<file path="config.mk">
export PLATFORM = sky130hd
export DESIGN_NAME = chunked_adder_seq_flat
export DESIGN_NICKNAME = d
export VERILOG_FILES = /design/src/rtl/chunked_adder_seq_pkg.sv /design/src/rtl/chunked_adder_seq_if.sv /design/src/rtl/chunked_adder_seq_chunk_full_adder.sv /design/src/rtl/chunked_adder_seq.sv /design/src/flat_wrapper.sv
export SDC_FILE = /design/constraint.sdc
export NUM_CORES = 1
export LEC_CHECK = 0
export ABC_AREA = 1
export BUFFER_PORTS_ARGS = -buffer_cell sky130_fd_sc_hd__buf_2
export CORE_ASPECT_RATIO = 0.75
export CORE_MARGIN = 1.5
export CORE_UTILIZATION = 45
export DETAILED_ROUTE_END_ITERATION = 16
export HOLD_SLACK_MARGIN = 0.06
export MAX_ROUTING_LAYER = met4
export PLACE_DENSITY_LB_ADDON = 0.25
export SYNTH_ARGS = -nofsm -noshare
export SYNTH_HDL_FRONTEND = slang
export SYNTH_SLANG_ARGS = --single-unit
export TNS_END_PERCENT = 100
</file>
<file path="constraint.sdc">
create_clock -name clk -period 2.55 [get_ports clk]
set_input_delay 0.1275 -clock clk [delete_from_list [all_inputs] [get_ports clk]]
set_output_delay 0.1275 -clock clk [all_outputs]
set_load 0.03 [all_outputs]
</file>
<file path="src/rtl/chunked_adder_seq_pkg.sv">
// adder_pkg: shared state encoding and parameter legality check for chunked_adder_seq
package adder_pkg;
   localparam logic [1:0] ST_IDLE = 2'd0;
   localparam logic [1:0] ST_BUSY = 2'd1;
   localparam logic [1:0] ST_DONE = 2'd2;
   typedef enum logic [1:0] {IDLE = ST_IDLE, BUSY = ST_BUSY, DONE = ST_DONE} state_t;
   function automatic bit chunk_ok(int width, int chunk);
      return chunk > 0 && chunk <= width && width % chunk == 0;
   endfunction
endpackage

</file>
<file path="src/rtl/chunked_adder_seq_if.sv">
// chunked_adder_seq_if: operand/result handshake bundle; carries sub when CHUNKED_ADDER_ADD_SUB_EN is defined
interface chunked_adder_seq_if #(parameter int WIDTH = 16);
   logic in_valid, in_ready, cin, out_valid, out_ready, cout;
   logic [WIDTH-1:0] a, b, sum;
`ifdef CHUNKED_ADDER_ADD_SUB_EN
   logic sub;
   modport master(output in_valid, a, b, cin, sub, out_ready, input in_ready, out_valid, sum, cout);
   modport slave(input in_valid, a, b, cin, sub, out_ready, output in_ready, out_valid, sum, cout);
`else
   modport master(output in_valid, a, b, cin, out_ready, input in_ready, out_valid, sum, cout);
   modport slave(input in_valid, a, b, cin, out_ready, output in_ready, out_valid, sum, cout);
`endif
endinterface

</file>
<file path="src/rtl/chunked_adder_seq_chunk_full_adder.sv">
// chunk_full_adder: combinational CHUNK-bit slice adder with carry in/out
module chunk_full_adder #(parameter int CHUNK = 4) (
   input  logic [CHUNK-1:0] a,
   input  logic [CHUNK-1:0] b,
   input  logic             cin,
   output logic [CHUNK-1:0] s,
   output logic             c
);
   assign {c, s} = {1'b0, a} + {1'b0, b} + {{CHUNK{1'b0}}, cin};
endmodule

</file>
<file path="src/rtl/chunked_adder_seq.sv">
// chunked_adder_seq: multi-cycle WIDTH-bit adder, CHUNK bits per clock; CHUNKED_ADDER_ADD_SUB_EN adds subtract mode
module chunked_adder_seq
   import adder_pkg::*;
#(
   parameter int WIDTH = 16,
   parameter int CHUNK = 4
) (
   input logic clk,
   input logic rst,
   chunked_adder_seq_if.slave bus
);
   localparam int NCHUNK = WIDTH / CHUNK;
   localparam int IW = NCHUNK > 1 ? $clog2(NCHUNK) : 1;
   if (!chunk_ok(WIDTH, CHUNK)) begin : g_bad_chunk
      $error("chunked_adder_seq: CHUNK must divide WIDTH");
   end
   state_t state;
   logic [WIDTH-1:0] a_sh, b_sh, res, res_nx, b_in;
   logic [CHUNK-1:0] s;
   logic [IW-1:0] idx;
   logic carry, c_in, c;
`ifdef CHUNKED_ADDER_ADD_SUB_EN
   assign b_in = bus.sub ? ~bus.b : bus.b;
   assign c_in = bus.sub | bus.cin;
`else
   assign b_in = bus.b;
   assign c_in = bus.cin;
`endif
   chunk_full_adder #(.CHUNK(CHUNK)) u_slice (
      .a(a_sh[CHUNK-1:0]),
      .b(b_sh[CHUNK-1:0]),
      .cin(carry),
      .s(s),
      .c(c)
   );
   assign res_nx = (res >> CHUNK) | (WIDTH'(s) << (WIDTH - CHUNK));
   // Handshake FSM and slice datapath: one CHUNK-bit slice per BUSY cycle, LSB slice first
   always_ff @(posedge clk or posedge rst)
      if (rst) begin
         state <= IDLE;
         bus.in_ready <= 1'b1;
         bus.out_valid <= 1'b0;
         bus.sum <= '0;
         bus.cout <= 1'b0;
         carry <= 1'b0;
         idx <= '0;
         a_sh <= '0;
         b_sh <= '0;
         res <= '0;
      end else
         case (state)
            IDLE:
               if (bus.in_valid) begin
                  a_sh <= bus.a;
                  b_sh <= b_in;
                  carry <= c_in;
                  idx <= '0;
                  bus.in_ready <= 1'b0;
                  state <= BUSY;
               end
            BUSY: begin
               res <= res_nx;
               a_sh <= a_sh >> CHUNK;
               b_sh <= b_sh >> CHUNK;
               carry <= c;
               idx <= idx + IW'(1);
               if (idx == IW'(NCHUNK - 1)) begin
                  bus.sum <= res_nx;
                  bus.cout <= c;
                  bus.out_valid <= 1'b1;
                  state <= DONE;
               end
            end
            DONE:
               if (bus.out_ready) begin
                  bus.out_valid <= 1'b0;
                  bus.in_ready <= 1'b1;
                  state <= IDLE;
               end
            default: state <= IDLE;
         endcase
endmodule

</file>
<file path="src/flat_wrapper.sv">
// flat-port wrapper written by rule: the top's interface ports become plain ports
module chunked_adder_seq_flat import adder_pkg::*;
#(
   parameter int WIDTH = 16,
   parameter int CHUNK = 4
)
  (clk, rst, bus_in_valid, bus_a, bus_b, bus_cin, bus_out_ready, bus_in_ready, bus_out_valid, bus_sum, bus_cout);
  chunked_adder_seq_if #(.WIDTH(WIDTH)) bus_i ();
  input logic clk;
  input logic rst;
  input wire logic [$bits(bus_i.in_valid)-1:0] bus_in_valid;
  input wire logic [$bits(bus_i.a)-1:0] bus_a;
  input wire logic [$bits(bus_i.b)-1:0] bus_b;
  input wire logic [$bits(bus_i.cin)-1:0] bus_cin;
  input wire logic [$bits(bus_i.out_ready)-1:0] bus_out_ready;
  output wire logic [$bits(bus_i.in_ready)-1:0] bus_in_ready;
  output wire logic [$bits(bus_i.out_valid)-1:0] bus_out_valid;
  output wire logic [$bits(bus_i.sum)-1:0] bus_sum;
  output wire logic [$bits(bus_i.cout)-1:0] bus_cout;
  assign bus_i.in_valid = bus_in_valid;
  assign bus_i.a = bus_a;
  assign bus_i.b = bus_b;
  assign bus_i.cin = bus_cin;
  assign bus_i.out_ready = bus_out_ready;
  assign bus_in_ready = bus_i.in_ready;
  assign bus_out_valid = bus_i.out_valid;
  assign bus_sum = bus_i.sum;
  assign bus_cout = bus_i.cout;
  chunked_adder_seq #(.WIDTH(WIDTH), .CHUNK(CHUNK)) u_core (.clk(clk), .rst(rst), .bus(bus_i));
endmodule
</file>
# [Word level (Yosys, flattened, before mapping)]
# Cells that the tools add are included.
[word_totals] register_bits=72 input_bits=37 out_inout_bits=19 wordCells=47
[op_classes] n_addsub=3 n_eq_ne=6 n_mux=18 n_bitwise=1 n_reduce_logical=9
[op_table] cell="$pmux 16 s2" count=2
[op_table] cell="$mux 16" count=2
[op_table] cell="$or 12x16->16" count=1
[op_table] cell="$reduce_and 3->1" count=3
[op_table] cell="$mux 2" count=4
[op_table] cell="$pmux 1 s2" count=3
[op_table] cell="$pmux 2 s3" count=1
[op_table] cell="$reduce_bool 2->1" count=3
[op_table] cell="$add 4x4->5" count=1
[op_table] cell="$add 5x1->5" count=1
[op_table] cell="$mux 1" count=5
[op_table] cell="$eq 2x2->1 const B" count=2
[op_table] cell="$ne 2x2->1 const B" count=2
[op_table] cell="$pmux 2 s2" count=1
[op_table] cell="$reduce_and 2->1" count=2
[op_table] cell="$add 2x1->2 const B" count=1
[op_table] cell="$eq 2x1->1 const B" count=1
[op_table] cell="$logic_not 2->1" count=1
[op_table] cell="$ne 2x1->1 const B" count=1

# [Longest topological paths before layout]
[depth] depth_word=3 ltp_mapped=8 mapped_depth_nobuf=8

# [By module]
# From an unflattened synthesis, not the netlist that was laid out.
[unflattened] hier_cells=399 hier_area_um2=3280.6
[modules_own_cells] mod="chunked_adder_seq" n_inst=1 cells_per_inst=374 area_each_um2=3115.5 seq_area_each_um2=1702.9
[modules_own_cells] mod="chunk_full_adder" n_inst=1 cells_per_inst=25 area_each_um2=165.2 seq_area_each_um2=0.0

# [Least setup slack after synthesis]
# OpenSTA, ideal clock, no wires.
[synth_path] path_kind="reg2reg" start="register u_core.carry" end="register u_core.res[13]" setup_time_ns=0.083 arrival_ns=1.454 required_time_ns=2.467 setup_slack_ns=1.014 path_stages_with_launch=5 n_path_buf=0 synth_period_minus_slack_ns=1.536 path_cell_list="dfrtp_1 -> fa_1 -> inv_1 -> fa_1 -> o21ai_0"
[synth_via] elab_chain_cells=2
[synth_lines] element="start, declared" line_no="chunked_adder_seq.sv:21" source="logic carry, c_in, c;"
[synth_lines] element="start signal, assigned" line_no="chunked_adder_seq.sv:56" source="carry <= c_in;"
[synth_lines] element="$add 5x1->5" line_no="chunked_adder_seq_chunk_full_adder.sv:9" source="assign {c, s} = {1'b0, a} + {1'b0, b} + {{CHUNK{1'b0}}, cin};"
[synth_lines] element="$or 12x16->16" line_no="chunked_adder_seq.sv:36" source="assign res_nx = (res >> CHUNK) | (WIDTH'(s) << (WIDTH - CHUNK));"
[synth_lines] element="end signal, assigned" line_no="chunked_adder_seq.sv:62" source="res <= res_nx;"
[synth_lines] element="end, declared" line_no="chunked_adder_seq.sv:18" source="logic [WIDTH-1:0] a_sh, b_sh, res, res_nx, b_in;"
# No other way between the ends.
# A chain may end at the register's enable or synchronous reset.

# [Final worst setup path]
[layout_path] start="register u_core.state[1]" end="register u_core.carry"
[layout_via] elab_chain_cells=3 word_cells_on_any_way=6 cone_classes="2 x eq/ne; 1 x mux; 3 x reduce/logical"
[layout_lines] element="start, declared" line_no="chunked_adder_seq.sv:17" source="state_t state;"
[layout_lines] element="start signal, assigned" line_no="chunked_adder_seq.sv:40" source="state <= IDLE;"
[layout_lines] element="start signal, assigned" line_no="chunked_adder_seq.sv:59" source="state <= BUSY;"
[layout_lines] element="start signal, assigned" line_no="chunked_adder_seq.sv:71" source="state <= DONE;"
[layout_lines] element="$eq 2x1->1 / $logic_not 2->1 (equally long branches)" line_no="chunked_adder_seq.sv:51" source="case (state)"
[layout_lines] element="$reduce_bool 2->1 (no line) / $ne 2x2->1 (equally long branches)"
[layout_lines] element="$reduce_and 2->1 (no line)"
# Several ways; a longest one is shown, not always the timed one.

==> flow_summary_export.csv <==
group,metric,value,unit
outcome,outcome,"finished, final reports clean",
critical_path,r2r_slack,860,ps
timing,maxSlewViolCount,0,
final_layout,drive_above_1_share,25.2,%
critical_path,cp.required,2800,ps
global_routing,track_usage,20.8,%
detailed_routing,wl_per_cell,13.5,um
timing,clock_skew,8.52,ps
detailed_routing,vias,2495,
timing,slew_headroom,56.2,%
timing,grt_setup_unrepaired,"false",
critical_path,worstReg2RegEnd,"u_core.carry$_DFFE_PP0P_",
placement,dp.cells,453,
placement,place_congestion,0.743,
clock_tree,h-tree-depth,3,
detailed_routing,drc,0,
critical_path,worstSetupEndpointType,"register",
pwr,ir_drop,0.000499,V
final_layout,n_fill_cell,619,
final_layout,multi_input_area,1150,um2
final_layout,design_area,3850,um2
final_layout,insertedDiodeCount,0,
global_routing,antenna_found_initial,0,
clock_tree,cts_buffers,9,
synth,avgSynthCellArea,9.47,um2
timing,fmax,593,MHz
critical_path,crit_path_max_fanout,41,
synth,synth_edf_count,0,
critical_path,slowest_stage,"inv_2",
critical_path,path_buf_inv,2,
critical_path,crit_start,"u_core.state[1]$_DFFE_PP0P_",
synth,ys_ff_latch,68,
synth,yosysMostFrequentCell,"dfrtp_1",
clock_tree,post-cts-setup-buffers,0,
timing,setup_viol_count_final,0,
run,cap_violations,0,
floorplan,rows,26,
detailed_routing,ant_nets,0,
placement,io_buffer_count,55,
min_path,hold_class,"in2reg",
timing,period_share,66.1,%
critical_path,worst_r2r_path_depth,6,
synth,yosys_warnings,0,
clock_tree,cts_resized,0,
critical_path,path_cells,"inv_1 -> nand2_4 -> inv_2 -> nand3_1 -> nand2_1 -> nand2_1",
clock_tree,clk_pin_slew_worst_paths,70,ps
synth,ys_seq_area_share,54.6,%
detailed_routing,dr.pass1.iters,4,
clock_tree,clkLatencyLatePin,360,ps
synth,yosysTopAreaCell,"dfrtp_1",
floorplan,initial_core_util,46.1,%
critical_path,crit_cells,6,
critical_path,crit_path_frequent_cell,"nand2_1",
placement,place_area,3370,um2
pwr,design_power_total,5050,uW
floorplan,io_pins,56,
final_layout,fin_cells,500,
timing,final_hold_viol_count,0,
clock_tree,clockBufferDepth,2,
timing,fin_crit,1690,ps
placement,dp_hpwl,4.20,mm
synth,ys_types,27,
clock_tree,cts.sinks,68,
global_routing,first_global_vias,2463,
placement,dp_slack,872,ps
synth,syn_area,3120,um2
synth,ys.flop_type,"dfrtp_1",
synth,synth_top_area_share,53.8,%
pwr,powerDensity,1310,nW/um2
timing,fin_ws,863,ps
critical_path,cp.arrival,1930,ps
pwr,leakagePower,0.00189,uW
critical_path,crit_path_start_kind,"register",
timing,finalSetupTns,0,ps
synth,synth_common_cells,"dfrtp_1 (67), nand2_1 (64), nand3_1 (34), o21ai_0 (27), nor2_1 (26)",
critical_path,critPathTopFamily,"buffers and inverters",
clock_tree,cts_tree,"built",
global_routing,grt_pass1_wl,11.4,mm
final_layout,area_delta_synth_final,23.7,%
critical_path,slowest_delay,520,ps
detailed_routing,via_per_inst,4.99,
critical_path,critPathCapture,"u_core.carry$_DFFE_PP0P_",
synth,async_flop_share,100,%
final_layout,seq_area,1700,um2
synth,synth_area_leaders,"dfrtp_1 (54%), nand2_1 (7.7%), o21ai_2 (5.6%), nand3_1 (5.5%), o21ai_0 (4.3%)",
detailed_routing,first_iter_violations,188,
floorplan,die_y,75.1,um
detailed_routing,routed_wl,6.73,mm
floorplan,die_w,99.1,um
synth,syn-num-nets,372,
critical_path,timing.rr.start,"u_core.state[1]$_DFFE_PP0P_",
critical_path,criticalPathCategory,"reg2reg",
final_layout,fin_nets,454,
clock_tree,clockRootBuffer,"clkbuf_8",
synth,synthCells,329,
global_routing,gr-total-overflow,0,
floorplan,coreArea,6770,um2
global_routing,grt_max_degree,42,
timing,worst-slew-pin-transition,656,ps
floorplan,dieArea,7440,um2
-- area by class of cell --
class | instances | share of cell area, %
clock inverters | 6 | 1.04
flip-flops and latches | 68 | 44.2
multi-input cells | 216 | 29.9
inverters | 26 | 2.66
clock buffers | 10 | 3.57
repair buffers | 90 | 16.0
well taps | 84 | 2.73
-- worst register-to-register path: stages (launching register included) --
cell and delay, ps:
dfrtp_1 380, inv_1 130, nand2_4 290, inv_2 530
nand3_1 150, nand2_1 80, nand2_1 40
-- cells in the final DEF (no fill, tap or decap), drive strengths merged --
master and count:
nand2 68, inv 26, dfstp 1, clkbuf 10
xnor2 1, nor2 28, dfrtp 67, o21a 1
o31ai 1, buf 59, nand3 34, o22ai 6
clkinvlp 4, clkinv 2, fa 2, a21oi 3
o21ai 68, ha 4, dlygate4sd3 31
-- metal layers --
layer,vias up,share of wire [%],track usage [%]
met1,1173,48,25.4
met5,-,0,-
li1,1243,-,-
met3,17,4.1,5.01
met4,0,2.5,11.1
met2,62,45,32.6
-- report_power, final --
group	total [uW]	internal, uW	switching, uW	leakage [uW]
sequential	1880	1590	288	0.000842
clock	804	375	429	0.0000803
combinational	2370	802	1570	0.000966
total	5050	2770	2280	0.00189
-- what timing repair did --
item                       CTS  global route
hold endpoints to repair    60             0
setup endpoints to repair    0             0
hold buffers                31             0
-- registers in the layout, summed over array words and instances, names as in the netlist --
signal,flops
u_core.state,2
u_core.bus.out_valid,1
u_core.idx,2
u_core.bus.cout,1
u_core.a_sh,16
u_core.res,12
u_core.bus.sum,16
u_core.bus.in_ready,1
u_core.b_sh,16
u_core.carry,1
-- worst min-delay path by stage --
stage	endpoint	slack [ps]	startpoint	cells after the start
detailed placement	u_core.a_sh[2]$_DFFE_PP0P_	260	rst	2
finish	u_core.b_sh[10]$_DFFE_PP0P_	70	bus_b[10]	3
global placement	u_core.a_sh[0]$_DFFE_PP0P_	260	rst	2
global route	u_core.b_sh[10]$_DFFE_PP0P_	70	bus_b[10]	3
CTS	u_core.b_sh[10]$_DFFE_PP0P_	70	bus_b[10]	3
floorplan	u_core.state[1]$_DFFE_PP0P_	230	bus_out_ready	1
-- through the flow --
| step | hold WS [ps] | util (%) |
|---|---|---|
| after floorplan | 226 | - |
| after global placement | 257 | 49.8 |
| after detailed placement | 258 | 49.8 |
| after CTS | 65.7 | 57.0 |
| after global routing | 67.5 | 57.0 |
| final | 70.3 | 57.0 |
-- cell families (layout without fill, tap and decap cells) --
kind of cell	count (synthesis)	after routing	synth area share, %
xor gates and xnor gates	1	1	0.281
AOI/OAI and AO/OA	79	79	15.5
DFF	68	68	54.6
buffers and inverters	45	132	8.43
and+or+nand+nor	130	130	18.3
adders and majority gates	6	6	2.89
Power figures use the tool's default switching activity.
